## src/rtl/fb_fade_pkg.sv

```systemverilog
`default_nettype none
// ============================================================================
// Module      : fb_fade_pkg
// Description : Shared fade-mode encoding and the per-pixel fade curve used by
//               the frame-buffer fade engine.
// Revision    : 1.0  initial release
// ============================================================================
package fb_fade_pkg;

  typedef enum logic [1:0] {
    FADE_OFF    = 2'd0,
    FADE_STEP   = 2'd1,
    FADE_LINEAR = 2'd2,
    FADE_SHIFT  = 2'd3
  } fade_mode_t;

  // Working width of the curve arithmetic; callers zero-extend into it and
  // truncate back, so any channel/age width up to this bound is supported.
  localparam int c_FADE_WORD_BITS = 16;

  typedef logic [c_FADE_WORD_BITS-1:0] fade_word_t;

  typedef struct packed {
    fade_word_t       age;
    fade_word_t [2:0] ch;
  } fade_pixel_t;

  // One fade step: age decrements, each channel follows the selected curve,
  // and a pixel whose age reaches zero expires to black.
  function automatic fade_pixel_t fade_pixel(
    input fade_mode_t       mode,
    input fade_word_t       age,
    input fade_word_t [2:0] color,
    input fade_word_t       half_age,
    input fade_word_t       decay_step
  );
    fade_pixel_t r;
    fade_word_t  c;
    r.age = age - fade_word_t'(1);
    for (int i = 0; i < 3; i++) begin
      c = color[i];
      case (mode)
        FADE_STEP:   if (r.age == half_age) c = c >> 1;
        FADE_LINEAR: c = (c > decay_step) ? (c - decay_step) : '0;
        FADE_SHIFT:  c = c >> 1;
        default:     c = color[i];
      endcase
      if (r.age == '0) c = '0;
      r.ch[i] = c;
    end
    return r;
  endfunction

endpackage
`default_nettype wire

```

## src/rtl/sync_fifo.sv

```systemverilog
`default_nettype none
// ============================================================================
// Module      : sync_fifo
// Description : Single-clock first-word-fall-through FIFO. A write into a full
//               FIFO is accepted when a read happens in the same cycle.
// Revision    : 1.0  initial release
// ============================================================================
module sync_fifo #(
  parameter int DATA_WIDTH = 8,
  parameter int ADDR_SIZE  = 3
) (
  input  logic                  clk,
  input  logic                  rst_n,
  input  logic                  wr_en,
  input  logic [DATA_WIDTH-1:0] wr_data,
  input  logic                  rd_en,
  output logic [DATA_WIDTH-1:0] rd_data,
  output logic                  full,
  output logic                  empty,
  output logic                  almost_full
);

  localparam logic [ADDR_SIZE:0] c_DEPTH = (ADDR_SIZE+1)'(1 << ADDR_SIZE);

  logic [DATA_WIDTH-1:0] r_mem [0:(1<<ADDR_SIZE)-1];
  logic [ADDR_SIZE-1:0]  r_wptr;
  logic [ADDR_SIZE-1:0]  r_rptr;
  logic [ADDR_SIZE:0]    r_count;
  logic                  w_do_rd;
  logic                  w_do_wr;

  assign full        = (r_count == c_DEPTH);
  assign empty       = (r_count == '0);
  assign almost_full = (r_count >= (c_DEPTH - 1'b1));
  assign w_do_rd     = rd_en & ~empty;
  assign w_do_wr     = wr_en & (~full | w_do_rd);
  assign rd_data     = r_mem[r_rptr];

  // Storage array; contents are only observable through a valid read pointer.
  always_ff @(posedge clk) begin
    if (w_do_wr) r_mem[r_wptr] <= wr_data;
  end

  // Pointers and occupancy.
  always_ff @(posedge clk or negedge rst_n) begin
    if (!rst_n) begin
      r_wptr  <= '0;
      r_rptr  <= '0;
      r_count <= '0;
    end else begin
      if (w_do_wr) r_wptr <= r_wptr + 1'b1;
      if (w_do_rd) r_rptr <= r_rptr + 1'b1;
      case ({w_do_wr, w_do_rd})
        2'b10:   r_count <= r_count + 1'b1;
        2'b01:   r_count <= r_count - 1'b1;
        default: r_count <= r_count;
      endcase
    end
  end

endmodule
`default_nettype wire

```

## src/rtl/fb_fade_engine.sv

```systemverilog
`default_nettype none
// ============================================================================
// Module      : fb_fade_engine
// Description : Read-modify-write fade stage. Qualifies pixels read from the
//               frame buffer, computes next age/colour and queues writebacks
//               for the writer's fade port, counting entries lost to overflow.
// Revision    : 1.0  initial release
// ============================================================================
module fb_fade_engine
  import fb_fade_pkg::*;
#(
  parameter int AXI_ADDR_WIDTH = 20,
  parameter int COLOR_BITS     = 4,
  parameter int AGE_BITS       = 4,
  parameter int HALF_AGE       = 2,
  parameter int DECAY_STEP     = 1,
  parameter int FIFO_ADDR_SIZE = 3,
  parameter int DROP_CNT_BITS  = 16
) (
  input  logic                             clk,
  input  logic                             rst_n,
  input  logic                             fade_en,
  input  logic [1:0]                       fade_mode,
  input  logic                             in_valid,
  input  logic                             in_visible,
  input  logic [AXI_ADDR_WIDTH-1:0]        in_addr,
  input  logic [AGE_BITS-1:0]              in_age,
  input  logic [3*COLOR_BITS-1:0]          in_color,
  output logic                             out_valid,
  input  logic                             out_ready,
  output logic [AXI_ADDR_WIDTH-1:0]        out_addr,
  output logic [AGE_BITS+3*COLOR_BITS-1:0] out_data,
  output logic [DROP_CNT_BITS-1:0]         drop_count,
  input  logic                             drop_clr
);

  localparam int c_DATA_W = AGE_BITS + 3*COLOR_BITS;
  localparam int c_FIFO_W = AXI_ADDR_WIDTH + c_DATA_W;

  logic                      w_take;
  logic                      r_s1_valid;
  logic [AXI_ADDR_WIDTH-1:0] r_s1_addr;
  logic [AGE_BITS-1:0]       r_s1_age;
  logic [3*COLOR_BITS-1:0]   r_s1_color;
  fade_mode_t                r_s1_mode;

  fade_word_t [2:0]          w_ch;
  fade_pixel_t               w_px;
  logic [c_DATA_W-1:0]       w_next;

  logic                      r_s2_valid;
  logic [AXI_ADDR_WIDTH-1:0] r_s2_addr;
  logic [c_DATA_W-1:0]       r_s2_data;

  logic [c_FIFO_W-1:0]       w_rd_data;
  logic                      w_full;
  logic                      w_empty;
  logic                      w_almost_full;
  logic                      w_pop;
  logic                      w_drop;

  assign w_take = in_valid & in_visible & fade_en & (in_age != '0) &
                  (fade_mode_t'(fade_mode) != FADE_OFF);

  // S1: capture the qualified pixel together with the mode it was read under.
  always_ff @(posedge clk or negedge rst_n) begin
    if (!rst_n) begin
      r_s1_valid <= 1'b0;
      r_s1_addr  <= '0;
      r_s1_age   <= '0;
      r_s1_color <= '0;
      r_s1_mode  <= FADE_OFF;
    end else begin
      r_s1_valid <= w_take;
      r_s1_addr  <= in_addr;
      r_s1_age   <= in_age;
      r_s1_color <= in_color;
      r_s1_mode  <= fade_mode_t'(fade_mode);
    end
  end

  // Channel 0 is blue (LSBs), channel 2 is red (MSBs).
  generate
    for (genvar gi = 0; gi < 3; gi++) begin : g_ch
      assign w_ch[gi] = fade_word_t'(r_s1_color[gi*COLOR_BITS +: COLOR_BITS]);
      assign w_next[gi*COLOR_BITS +: COLOR_BITS] = w_px.ch[gi][COLOR_BITS-1:0];
    end
  endgenerate

  assign w_px = fade_pixel(r_s1_mode, fade_word_t'(r_s1_age), w_ch,
                           fade_word_t'(HALF_AGE), fade_word_t'(DECAY_STEP));
  assign w_next[c_DATA_W-1 -: AGE_BITS] = w_px.age[AGE_BITS-1:0];

  // S2: register the faded result; it is pushed into the buffer next edge.
  always_ff @(posedge clk or negedge rst_n) begin
    if (!rst_n) begin
      r_s2_valid <= 1'b0;
      r_s2_addr  <= '0;
      r_s2_data  <= '0;
    end else begin
      r_s2_valid <= r_s1_valid;
      r_s2_addr  <= r_s1_addr;
      r_s2_data  <= w_next;
    end
  end

  sync_fifo #(
    .DATA_WIDTH (c_FIFO_W),
    .ADDR_SIZE  (FIFO_ADDR_SIZE)
  ) u_fifo (
    .clk         (clk),
    .rst_n       (rst_n),
    .wr_en       (r_s2_valid),
    .wr_data     ({r_s2_addr, r_s2_data}),
    .rd_en       (w_pop),
    .rd_data     (w_rd_data),
    .full        (w_full),
    .empty       (w_empty),
    .almost_full (w_almost_full)
  );

  assign out_valid = ~w_empty;
  assign w_pop     = out_valid & out_ready;
  assign out_addr  = out_valid ? w_rd_data[c_FIFO_W-1 -: AXI_ADDR_WIDTH] : '0;
  assign out_data  = out_valid ? w_rd_data[c_DATA_W-1:0] : '0;

  // A push is lost only when the buffer is full and nothing leaves this cycle.
  assign w_drop = r_s2_valid & w_full & ~w_pop;

  // Saturating drop counter; a drop coinciding with a clear still counts.
  always_ff @(posedge clk or negedge rst_n) begin
    if (!rst_n) begin
      drop_count <= '0;
    end else if (drop_clr) begin
      drop_count <= w_drop ? DROP_CNT_BITS'(1) : '0;
    end else if (w_drop && (drop_count != '1)) begin
      drop_count <= drop_count + 1'b1;
    end
  end

endmodule
`default_nettype wire

```

## config.mk

```make
export PLATFORM = sky130hd
export DESIGN_NAME = fb_fade_engine
export DESIGN_NICKNAME = d
export VERILOG_FILES = /design/src/rtl/fb_fade_pkg.sv /design/src/rtl/sync_fifo.sv /design/src/rtl/fb_fade_engine.sv
export SDC_FILE = /design/constraint.sdc
export NUM_CORES = 1
export LEC_CHECK = 0
export BUFFER_PORTS_ARGS = -buffer_cell sky130_fd_sc_hd__buf_2
export CAP_MARGIN = 20
export CORE_ASPECT_RATIO = 0.6
export CORE_MARGIN = 1
export CORE_UTILIZATION = 60
export DETAILED_ROUTE_END_ITERATION = 8
export GPL_TIMING_DRIVEN = 0
export PLACE_DENSITY = 0.87
export REMOVE_ABC_BUFFERS = 1
export SETUP_SLACK_MARGIN = 0.1
export SLEW_MARGIN = 0
export SYNTH_ARGS = -nofsm -noshare
export SYNTH_HDL_FRONTEND = slang
export SYNTH_SLANG_ARGS = --single-unit
```

## constraint.sdc

```tcl
create_clock -name clk -period 5.3 [get_ports clk]
set_input_delay 0.265 -clock clk [delete_from_list [all_inputs] [get_ports clk]]
set_output_delay 0.265 -clock clk [all_outputs]
set_load 0.01 [all_outputs]
```

==> run_summary.xml, run 1 <==
<?xml version="1.0" encoding="UTF-8"?>
<metrics>
  <group name="routing">
    <metric name="route.antenna.remaining_nets" unit="">0</metric>
    <metric name="route.detailed.vias_per_inst" unit="">6.11</metric>
    <metric name="routed_wire_length_per_instance" unit="microns">23.9</metric>
    <metric name="detail_route.drc_violations" unit="">0</metric>
    <metric name="route.final.wire_length" unit="microns">31100</metric>
    <metric name="firstDrtPassIters" unit="">5</metric>
    <metric name="routed-via-count" unit="">7957</metric>
    <metric name="detailed_route_iter0_violations" unit="">825</metric>
  </group>
  <group name="global_route">
    <metric name="maximum_number_of_pins_on_one_net_before_global_route_repair" unit="">70</metric>
    <metric name="grt_antenna_before_repair" unit="">3</metric>
    <metric name="grt_pass1_wl" unit="microns">46600</metric>
    <metric name="grtUsageTotal" unit="%">25.4</metric>
    <metric name="grt.overflow.total" unit="">0</metric>
    <metric name="vias_in_the_first_global_route" unit="">7934</metric>
  </group>
  <group name="pwr">
    <metric name="power_report.internal_total" unit="W">0.00598</metric>
    <metric name="power_frac_comb" unit="%">23.1</metric>
    <metric name="power.share.sequential" unit="%">45.0</metric>
    <metric name="sum_of_internal_switching_and_leakage_power" unit="W">0.00826</metric>
    <metric name="ir_drop_worst_case_vdd" unit="mV">0.242</metric>
    <metric name="cellPowerDensity" unit="nW/um^2">468</metric>
    <metric name="power_dissipated_by_switching_net_loads" unit="W">0.00228</metric>
    <metric name="power.switching_fraction" unit="%">27.6</metric>
    <metric name="power.share.clock" unit="%">31.8</metric>
    <metric name="leakage" unit="nW">6.47</metric>
  </group>
  <group name="min_path">
    <metric name="min_path_cells" unit="">3</metric>
    <metric name="worstHoldStart" unit="">fade_en</metric>
    <metric name="holdPathEnd" unit="">r_s1_valid$_DFF_PN0_</metric>
    <metric name="hold_path.class" unit="">in2reg</metric>
  </group>
  <group name="clocking">
    <metric name="clk_path_buf_depth" unit="">3</metric>
    <metric name="ctsRootBufferMaster" unit="">sky130_fd_sc_hd__clkbuf_16</metric>
    <metric name="clock_transition_at_the_registers_of_the_reported_paths" unit="ps">60</metric>
    <metric name="cts_tree" unit="">yes</metric>
    <metric name="ctsResizeCount" unit="">0</metric>
    <metric name="post-cts-setup-buffers" unit="">0</metric>
    <metric name="post_cts_hold_buffer_count" unit="">39</metric>
    <metric name="cts-buffers-inserted" unit="">34</metric>
    <metric name="clock_insertion_delay_at_the_later_pin_of_the_skew_report" unit="ps">530</metric>
    <metric name="cts.sink_count" unit="">390</metric>
    <metric name="htreeDepth" unit="">2</metric>
  </group>
  <group name="synth">
    <metric name="proportion_of_synthesized_flip_flops_having_asynchronous_set_or_reset" unit="%">26.2</metric>
    <metric name="synth_seq_area_share" unit="%">75.1</metric>
    <metric name="synth_ff_type" unit="">sky130_fd_sc_hd__edfxtp_1</metric>
    <metric name="mappedNetlistArea" unit="sq um">14900</metric>
    <metric name="dominant_cells_by_area_after_synthesis" unit="">sky130_fd_sc_hd__edfxtp_1 58%, sky130_fd_sc_hd__dfrtp_1 17%, sky130_fd_sc_hd__mux4_2 11%</metric>
    <metric name="post_synth.cell_area_avg" unit="sq um">18.8</metric>
    <metric name="synth_largest_type_area_fraction" unit="%">58.0</metric>
    <metric name="yosys.cell_types.count" unit="">50</metric>
    <metric name="yosys_warnings" unit="">0</metric>
    <metric name="ys_ff_latch" unit="">390</metric>
    <metric name="synth_top_cell_by_area" unit="">sky130_fd_sc_hd__edfxtp_1</metric>
    <metric name="synth_enable_flop_cells" unit="">288</metric>
    <metric name="post_synth_inst_count" unit="">792</metric>
  </group>
  <group name="flow_run">
    <metric name="number_of_max_capacitance_violations_reported" unit="">0</metric>
  </group>
  <group name="critical_path">
    <metric name="critPathRequiredTime" unit="ps">5040</metric>
    <metric name="worst-r2r-cell-count" unit="">9</metric>
    <metric name="worst_r2r_endpoint" unit="">u_fifo.r_count[2]$_DFFE_PN0P_</metric>
    <metric name="critPathLaunchType" unit="">flop</metric>
    <metric name="timing.critical_path.to_type" unit="">output pin</metric>
    <metric name="worst-r2r-setup-slack" unit="ps">2370</metric>
    <metric name="peak_per_stage_delay_on_the_critical_path" unit="ps">910</metric>
    <metric name="critPathMaxFanout" unit="">38</metric>
    <metric name="critical_path_buf_inv_count" unit="">2</metric>
    <metric name="worst_ep_arrival_time" unit="ps">2800</metric>
    <metric name="criticalPathCategory" unit="">reg2out</metric>
    <metric name="reg2reg_from" unit="">u_fifo.r_count[0]$_DFFE_PN0P_</metric>
    <metric name="path_delay_family" unit="">flip-flops</metric>
    <metric name="crit_path_top_delay_cell" unit="">sky130_fd_sc_hd__dfrtp_4</metric>
    <metric name="ordered_cell_list_for_the_critical_path" unit="">buf_16 -&gt; mux4_2 -&gt; mux2i_1 -&gt; nor2_1 -&gt; buf_2</metric>
  </group>
  <group name="timing">
    <metric name="fin_crit_sh" unit="%">57.7</metric>
    <metric name="setup-tns-final" unit="ps">0</metric>
    <metric name="timing_hold_violations_final" unit="">0</metric>
    <metric name="timing.clock.skew" unit="ps">23.6</metric>
    <metric name="fmax" unit="MHz">327</metric>
    <metric name="grt_setup_unrepaired" unit="">no</metric>
    <metric name="tightestPinTransition" unit="ps">875</metric>
    <metric name="timing.slew.headroom" unit="%">41.2</metric>
    <metric name="final_setup_violation_count" unit="">0</metric>
    <metric name="maxSlewViolCount" unit="">0</metric>
    <metric name="finalWorstPathRequiredPeriod" unit="ps">3060</metric>
  </group>
  <group name="layout">
    <metric name="nNetsFinal" unit="">1015</metric>
    <metric name="mostFrequentLayoutCells" unit="">288 x sky130_fd_sc_hd__edfxtp_1, 99 x sky130_fd_sc_hd__dfrtp_1, 96 x sky130_fd_sc_hd__buf_2</metric>
    <metric name="final_cells" unit="">1303</metric>
    <metric name="final_common_cell" unit="">sky130_fd_sc_hd__edfxtp_1</metric>
    <metric name="finish.utilization" unit="%">72.7</metric>
    <metric name="flow.area_growth_from_synthesis" unit="%">18.4</metric>
    <metric name="final_layout_size_suffix_gt1_share" unit="%">27.2</metric>
  </group>
  <group name="floorplanning">
    <metric name="num_io_pins" unit="">98</metric>
    <metric name="die-height" unit="microns">124</metric>
    <metric name="placement_rows" unit="">44</metric>
    <metric name="core-area" unit="sq um">24300</metric>
    <metric name="horizontal_die_dimension" unit="microns">206</metric>
    <metric name="fp.dieArea" unit="sq um">25500</metric>
    <metric name="effective_utilization_at_floorplan" unit="%">61.4</metric>
  </group>
  <group name="place">
    <metric name="port_buffers" unit="">97</metric>
    <metric name="routabilityCongestion" unit="">0.876</metric>
    <metric name="post-place-cells" unit="">1202</metric>
    <metric name="place.detailed.hpwl" unit="microns">18000</metric>
  </group>
  <group name="status">
    <metric name="run_status" unit="">finished, final reports clean</metric>
  </group>
</metrics>
==> worst max path at each step <==
stage / depth (start not counted) / startpoint / to / slack, ps
6_report: 5 / u_fifo.r_rptr[0]$_DFFE_PN0P_ / out_data[7] / 2240
5_1_grt: 5 / u_fifo.r_rptr[0]$_DFFE_PN0P_ / out_data[4] / 2050
4_1_cts: 5 / u_fifo.r_rptr[0]$_DFFE_PN0P_ / out_data[4] / 2120
3_5_place_dp: 9 / u_fifo.r_count[0]$_DFFE_PN0P_ / u_fifo.r_count[2]$_DFFE_PN0P_ / 2460
3_3_place_gp: 9 / u_fifo.r_count[1]$_DFFE_PN0P_ / u_fifo.r_count[2]$_DFFE_PN0P_ / -3820
2_1_floorplan: 9 / u_fifo.r_count[1]$_DFFE_PN0P_ / u_fifo.r_count[2]$_DFFE_PN0P_ / 260
==> flip-flops by register name, summed over array words and instances, names as in the netlist, 3 cells and up <==
register and count:
u_fifo.r_mem 288, r_s1_color 12, u_fifo.r_wptr 3, r_s1_addr 20, drop_count 16, u_fifo.r_rptr 3
r_s1_age 4, r_s2_data 16, u_fifo.r_count 4, r_s2_addr 20
==> layer usage <==
layer / wire length [microns] / up-vias / part of all wire, % / GRT usage (%)
li1: - / 3438 / - / -
met1: 12600 / 4097 / 40 / 34.9
met2: 15500 / 375 / 50 / 41.8
met3: 2460 / 47 / 7.9 / 5.34
met4: 586 / 0 / 1.9 / 7.27
met5: 0 / - / 0 / 0
==> synthesized netlist by cell type, types with 2 or more instances <==
cell	number
sky130_fd_sc_hd__xor2_1	14
sky130_fd_sc_hd__nand3_1	5
sky130_fd_sc_hd__nor3b_1	2
sky130_fd_sc_hd__edfxtp_1	288
sky130_fd_sc_hd__and3_1	3
sky130_fd_sc_hd__nor4_1	2
sky130_fd_sc_hd__nor2_1	71
sky130_fd_sc_hd__and4_1	2
sky130_fd_sc_hd__buf_2	9
sky130_fd_sc_hd__buf_6	2
sky130_fd_sc_hd__a21oi_1	20
sky130_fd_sc_hd__mux2i_1	37
sky130_fd_sc_hd__o21ai_0	12
sky130_fd_sc_hd__nand4_2	2
sky130_fd_sc_hd__a31oi_1	5
sky130_fd_sc_hd__dfrtp_1	102
sky130_fd_sc_hd__o31ai_1	6
sky130_fd_sc_hd__nor2b_1	4
sky130_fd_sc_hd__or3_1	5
sky130_fd_sc_hd__o211ai_1	3
sky130_fd_sc_hd__buf_1	6
sky130_fd_sc_hd__ha_1	15
sky130_fd_sc_hd__or3b_2	3
sky130_fd_sc_hd__nand2b_1	8
sky130_fd_sc_hd__a221oi_1	6
sky130_fd_sc_hd__mux2_2	2
sky130_fd_sc_hd__a311oi_1	2
sky130_fd_sc_hd__nor3_1	7
sky130_fd_sc_hd__inv_1	14
sky130_fd_sc_hd__nand3b_1	4
sky130_fd_sc_hd__xnor2_1	3
sky130_fd_sc_hd__clkbuf_1	15
sky130_fd_sc_hd__mux4_2	72
sky130_fd_sc_hd__nand2_1	19
sky130_fd_sc_hd__nand4_1	7
==> layout make-up <==
class | instances | area [sq um]
clock inverter | 16 | 236
timing repair buffer | 159 | 1240
sequential | 390 | 11200
antenna | 1 | 2.50
clock buffer | 45 | 943
multi-input combinational | 356 | 3580
inverter | 14 | 52.6
fill | 1374 | 6620
tap | 322 | 403
==> stage by stage <==
stage | instance area (sq um) | hold slack, ps | setup slack [ps]
after CTS | 17700 | 8.26 | 2120
after detailed placement | 16100 | 198 | 2460
after global routing | 17700 | 12.6 | 2050
final | 17700 | 28.0 | 2240
after global placement | 15700 | 333 | -3820
after floorplan | 14800 | -30.6 | 260
==> logic make-up after synthesis <==
family	synth area share, %
buffers and inverters	1.33
muxes	13.5
and+or+nand+nor	5.08
DFF	75.1
adders and majority gates	1.26
AOI/OAI and AO/OA	2.73
xor gates and xnor gates	0.998
==> tightest hold or removal path, cell delays in order <==
cell and delay [ps]:
sky130_fd_sc_hd__buf_2 100, sky130_fd_sc_hd__o2111ai_1 70, sky130_fd_sc_hd__nor2_1 60
==> power by group through the flow <==
stage / logic [W] / registers (W) / clock network [W]
after floorplan: 0.00119 / 0.00382 / 0
after global placement: 0.00170 / 0.00397 / 0
after detailed placement: 0.00188 / 0.00378 / 0
after CTS: 0.00193 / 0.00372 / 0.00268
after global routing: 0.00206 / 0.00374 / 0.00278
final: 0.00191 / 0.00372 / 0.00263
Power figures use the tool's default switching activity.
==> inputs of run 2 (changes only) <==
==> constraint.sdc (replaced) <==
create_clock -name clk -period 3.15 [get_ports clk]
set_input_delay 0.1575 -clock clk [delete_from_list [all_inputs] [get_ports clk]]
set_output_delay 0.1575 -clock clk [all_outputs]
set_load 0.01 [all_outputs]
==> run 2 against run 1 <==
  * Power rose by 69%
  * Count of clock-buffer cells in the layout did not move
  * Worst hold slack better by 79 ps
  * Cell area rose by 0.28%
  * Non-clock buffer count increased by 4
  * Largest cell class unchanged
  * Critical path depth up 4
  * Via count up 0.67%
  * Largest power group unchanged
  * Core utilization up 0.21 points
  * Register-to-register slack got worse by 2100 ps
  * Sequential power increased by 67%
  * Routed wire length is 1.1% higher
  * Global-route usage up 0.26 points
==> run_summary.xml, run 2 (synthesis results as in run 1) <==
<?xml version="1.0" encoding="UTF-8"?>
<metrics>
  <group name="timing">
    <metric name="finalWorstPathRequiredPeriod" unit="ps">2920</metric>
    <metric name="timing.clock.skew" unit="ps">22.8</metric>
    <metric name="fin_crit_sh" unit="%">92.7</metric>
    <metric name="postLayoutSetupSlackWorst" unit="ps">230</metric>
    <metric name="fmax" unit="MHz">342</metric>
    <metric name="timing_hold_violations_final" unit="">0</metric>
    <metric name="tightestPinTransition" unit="ps">881</metric>
    <metric name="grt_setup_unrepaired" unit="">no</metric>
    <metric name="final_setup_violation_count" unit="">0</metric>
    <metric name="timing.slew.headroom" unit="%">40.8</metric>
    <metric name="maxSlewViolCount" unit="">0</metric>
  </group>
  <group name="layout">
    <metric name="fillerInstances" unit="">1369</metric>
    <metric name="final_cells" unit="">1307</metric>
    <metric name="nNetsFinal" unit="">1019</metric>
    <metric name="finish.utilization" unit="%">72.9</metric>
    <metric name="largest_register_ffs" unit="">288</metric>
    <metric name="largest_registers" unit="">u_fifo.r_mem (288), r_s1_addr (20), r_s2_addr (20)</metric>
    <metric name="mostFrequentLayoutCells" unit="">288 x sky130_fd_sc_hd__edfxtp_1, 99 x sky130_fd_sc_hd__dfrtp_1, 96 x sky130_fd_sc_hd__buf_2</metric>
    <metric name="final_common_cell" unit="">sky130_fd_sc_hd__edfxtp_1</metric>
    <metric name="flow.area_growth_from_synthesis" unit="%">18.7</metric>
    <metric name="largest_register" unit="">u_fifo.r_mem</metric>
    <metric name="final_layout_size_suffix_gt1_share" unit="%">27.2</metric>
    <metric name="final_std_cell_area_no_fill" unit="sq um">17700</metric>
  </group>
  <group name="routing">
    <metric name="routed_wire_length_per_instance" unit="microns">24.1</metric>
    <metric name="met1_length" unit="microns">12600</metric>
    <metric name="dr_wl_met2" unit="microns">15700</metric>
    <metric name="met3RoutedLength" unit="microns">2530</metric>
    <metric name="detail_route.drc_violations" unit="">0</metric>
    <metric name="route.final.wire_length" unit="microns">31400</metric>
    <metric name="firstDrtPassIters" unit="">5</metric>
    <metric name="detailed_route_iter0_violations" unit="">844</metric>
    <metric name="route.detailed.vias_per_inst" unit="">6.13</metric>
    <metric name="dr.max_layer_used" unit="">met4</metric>
    <metric name="routed-via-count" unit="">8010</metric>
    <metric name="route.antenna.remaining_nets" unit="">0</metric>
  </group>
  <group name="place">
    <metric name="place.detailed.hpwl" unit="microns">18000</metric>
    <metric name="routabilityCongestion" unit="">0.876</metric>
    <metric name="port_buffers" unit="">97</metric>
    <metric name="dpl_cell_area" unit="sq um">16100</metric>
    <metric name="post-place-cells" unit="">1202</metric>
    <metric name="place_ws" unit="ps">307</metric>
  </group>
  <group name="critical_path">
    <metric name="worst_ep_arrival_time" unit="ps">3310</metric>
    <metric name="timing.critical_path.mode_cell" unit="">sky130_fd_sc_hd__xor2_1</metric>
    <metric name="reg2reg_from" unit="">u_fifo.r_count[0]$_DFFE_PN0P_</metric>
    <metric name="ordered_cell_list_for_the_critical_path" unit="">nor4_2 -&gt; nor2b_1 -&gt; ha_1 -&gt; xor2_1 -&gt; ha_1 -&gt; a21oi_1 -&gt; xor2_1 -&gt; nor2_1 -&gt; xor2_1</metric>
    <metric name="timing.critical_path.to_type" unit="">flop</metric>
    <metric name="worst-r2r-cell-count" unit="">9</metric>
    <metric name="critPathRequiredTime" unit="ps">3540</metric>
    <metric name="peak_per_stage_delay_on_the_critical_path" unit="ps">820</metric>
    <metric name="critPathMaxFanout" unit="">6</metric>
    <metric name="worst_setup_path_startpoint" unit="">u_fifo.r_count[0]$_DFFE_PN0P_</metric>
    <metric name="crit_path_top_delay_cell" unit="">sky130_fd_sc_hd__nor4_2</metric>
    <metric name="criticalPathCategory" unit="">reg2reg</metric>
    <metric name="critPathLaunchType" unit="">flop</metric>
  </group>
  <group name="global_route">
    <metric name="grtUsageTotal" unit="%">25.7</metric>
    <metric name="grt_pass1_wl" unit="microns">47000</metric>
    <metric name="grt_antenna_before_repair" unit="">3</metric>
    <metric name="maximum_number_of_pins_on_one_net_before_global_route_repair" unit="">70</metric>
    <metric name="grt.overflow.total" unit="">0</metric>
    <metric name="vias_in_the_first_global_route" unit="">7986</metric>
  </group>
  <group name="flow_run">
    <metric name="number_of_max_capacitance_violations_reported" unit="">0</metric>
  </group>
  <group name="floorplanning">
    <metric name="core-area" unit="sq um">24300</metric>
    <metric name="fp.dieArea" unit="sq um">25500</metric>
    <metric name="die-height" unit="microns">124</metric>
    <metric name="effective_utilization_at_floorplan" unit="%">61.4</metric>
    <metric name="placement_rows" unit="">44</metric>
    <metric name="num_io_pins" unit="">98</metric>
    <metric name="horizontal_die_dimension" unit="microns">206</metric>
  </group>
  <group name="clocking">
    <metric name="ctsRootBufferMaster" unit="">sky130_fd_sc_hd__clkbuf_16</metric>
    <metric name="clock_insertion_delay_at_the_later_pin_of_the_skew_report" unit="ps">530</metric>
    <metric name="ctsResizeCount" unit="">0</metric>
    <metric name="cts-buffers-inserted" unit="">34</metric>
    <metric name="clock_transition_at_the_registers_of_the_reported_paths" unit="ps">70</metric>
    <metric name="htreeDepth" unit="">2</metric>
    <metric name="cts.sink_count" unit="">390</metric>
    <metric name="clk_path_buf_depth" unit="">3</metric>
    <metric name="cts_tree" unit="">yes</metric>
  </group>
  <group name="pwr">
    <metric name="cellPowerDensity" unit="nW/um^2">788</metric>
    <metric name="ir_drop_worst_case_vdd" unit="mV">0.407</metric>
    <metric name="leakage" unit="nW">6.49</metric>
  </group>
  <group name="min_path">
    <metric name="hold_path.class" unit="">in2async</metric>
  </group>
  <group name="status">
    <metric name="run_status" unit="">finished, final reports clean</metric>
  </group>
</metrics>
==> run 2: cell types whose count changed in the layout (fill, tap and decap cells not counted), sizes merged <==
cell	previous run	this run
buf	120	121
dlygate4sd3	39	42
==> run 2: final timing paths <==
path	to	slack [ps]
worst min register to register	r_s2_addr[19]$_DFF_PN0_	340
worst min-delay path	r_s2_addr[19]$_DFF_PN0_	110
worst max register to register	u_fifo.r_count[2]$_DFFE_PN0P_	230
worst max-delay path	u_fifo.r_count[2]$_DFFE_PN0P_	230
min in group clk	u_fifo.r_rptr[0]$_DFFE_PN0P_	170
max in group asynchronous	u_fifo.r_rptr[0]$_DFFE_PN0P_	2340
==> run 2: layer usage <==
metal / vias up / track usage, %
met4: 0 / 7.50
met2: 368 / 42.3
li1: 3447 / -
met5: - / 0
met3: 51 / 5.36
met1: 4144 / 35.1
==> run 2: critical path: cells and delay by family (launching register included) <==
| kind | cells | cell delay, ps |
|---|---|---|
| AOI/OAI and AO/OA | 1 | 160 |
| adders and majority gates | 2 | 530 |
| xor gates and xnor gates | 3 | 470 |
| and+or+nand+nor | 3 | 1190 |
| DFF | 1 | 470 |
==> run 2: per-stage QoR <==
stage / TNS, ps / hold slack [ps] / power [W]
finish: 0 / 107 / 0.0139
global route: 0 / 148 / 0.0145
CTS: 0 / 98.6 / 0.0141
detailed placement: 0 / 90.5 / 0.00953
global placement: -694620 / 265 / 0.00937
floorplan: -87570 / -138 / 0.00843
==> run 2: cell type report <==
class / count / area [sq um] / share of cell area (%)
Sequential cell: 390 / 11200 / 63.3
Multi-Input combinational cell: 356 / 3580 / 20.2
Timing Repair Buffer: 163 / 1290 / 7.26
Clock buffer: 45 / 943 / 5.33
Tap cell: 322 / 403 / 2.27
Clock inverter: 16 / 236 / 1.34
Inverter: 14 / 52.6 / 0.297
Antenna cell: 1 / 2.50 / 0.0141
==> run 2: power by group <==
group / switching, W / internal, W / leakage (nW)
registers: 0.000429 / 0.00578 / 3.83
logic: 0.00162 / 0.00169 / 2.08
clock network: 0.00182 / 0.00261 / 0.575
total: 0.00386 / 0.0101 / 6.49
==> run 2: what timing repair did <==
action	CTS	global route
setup buffers	1	0
setup endpoints to repair	1	0
hold buffers	42	0
hold endpoints to repair	142	0
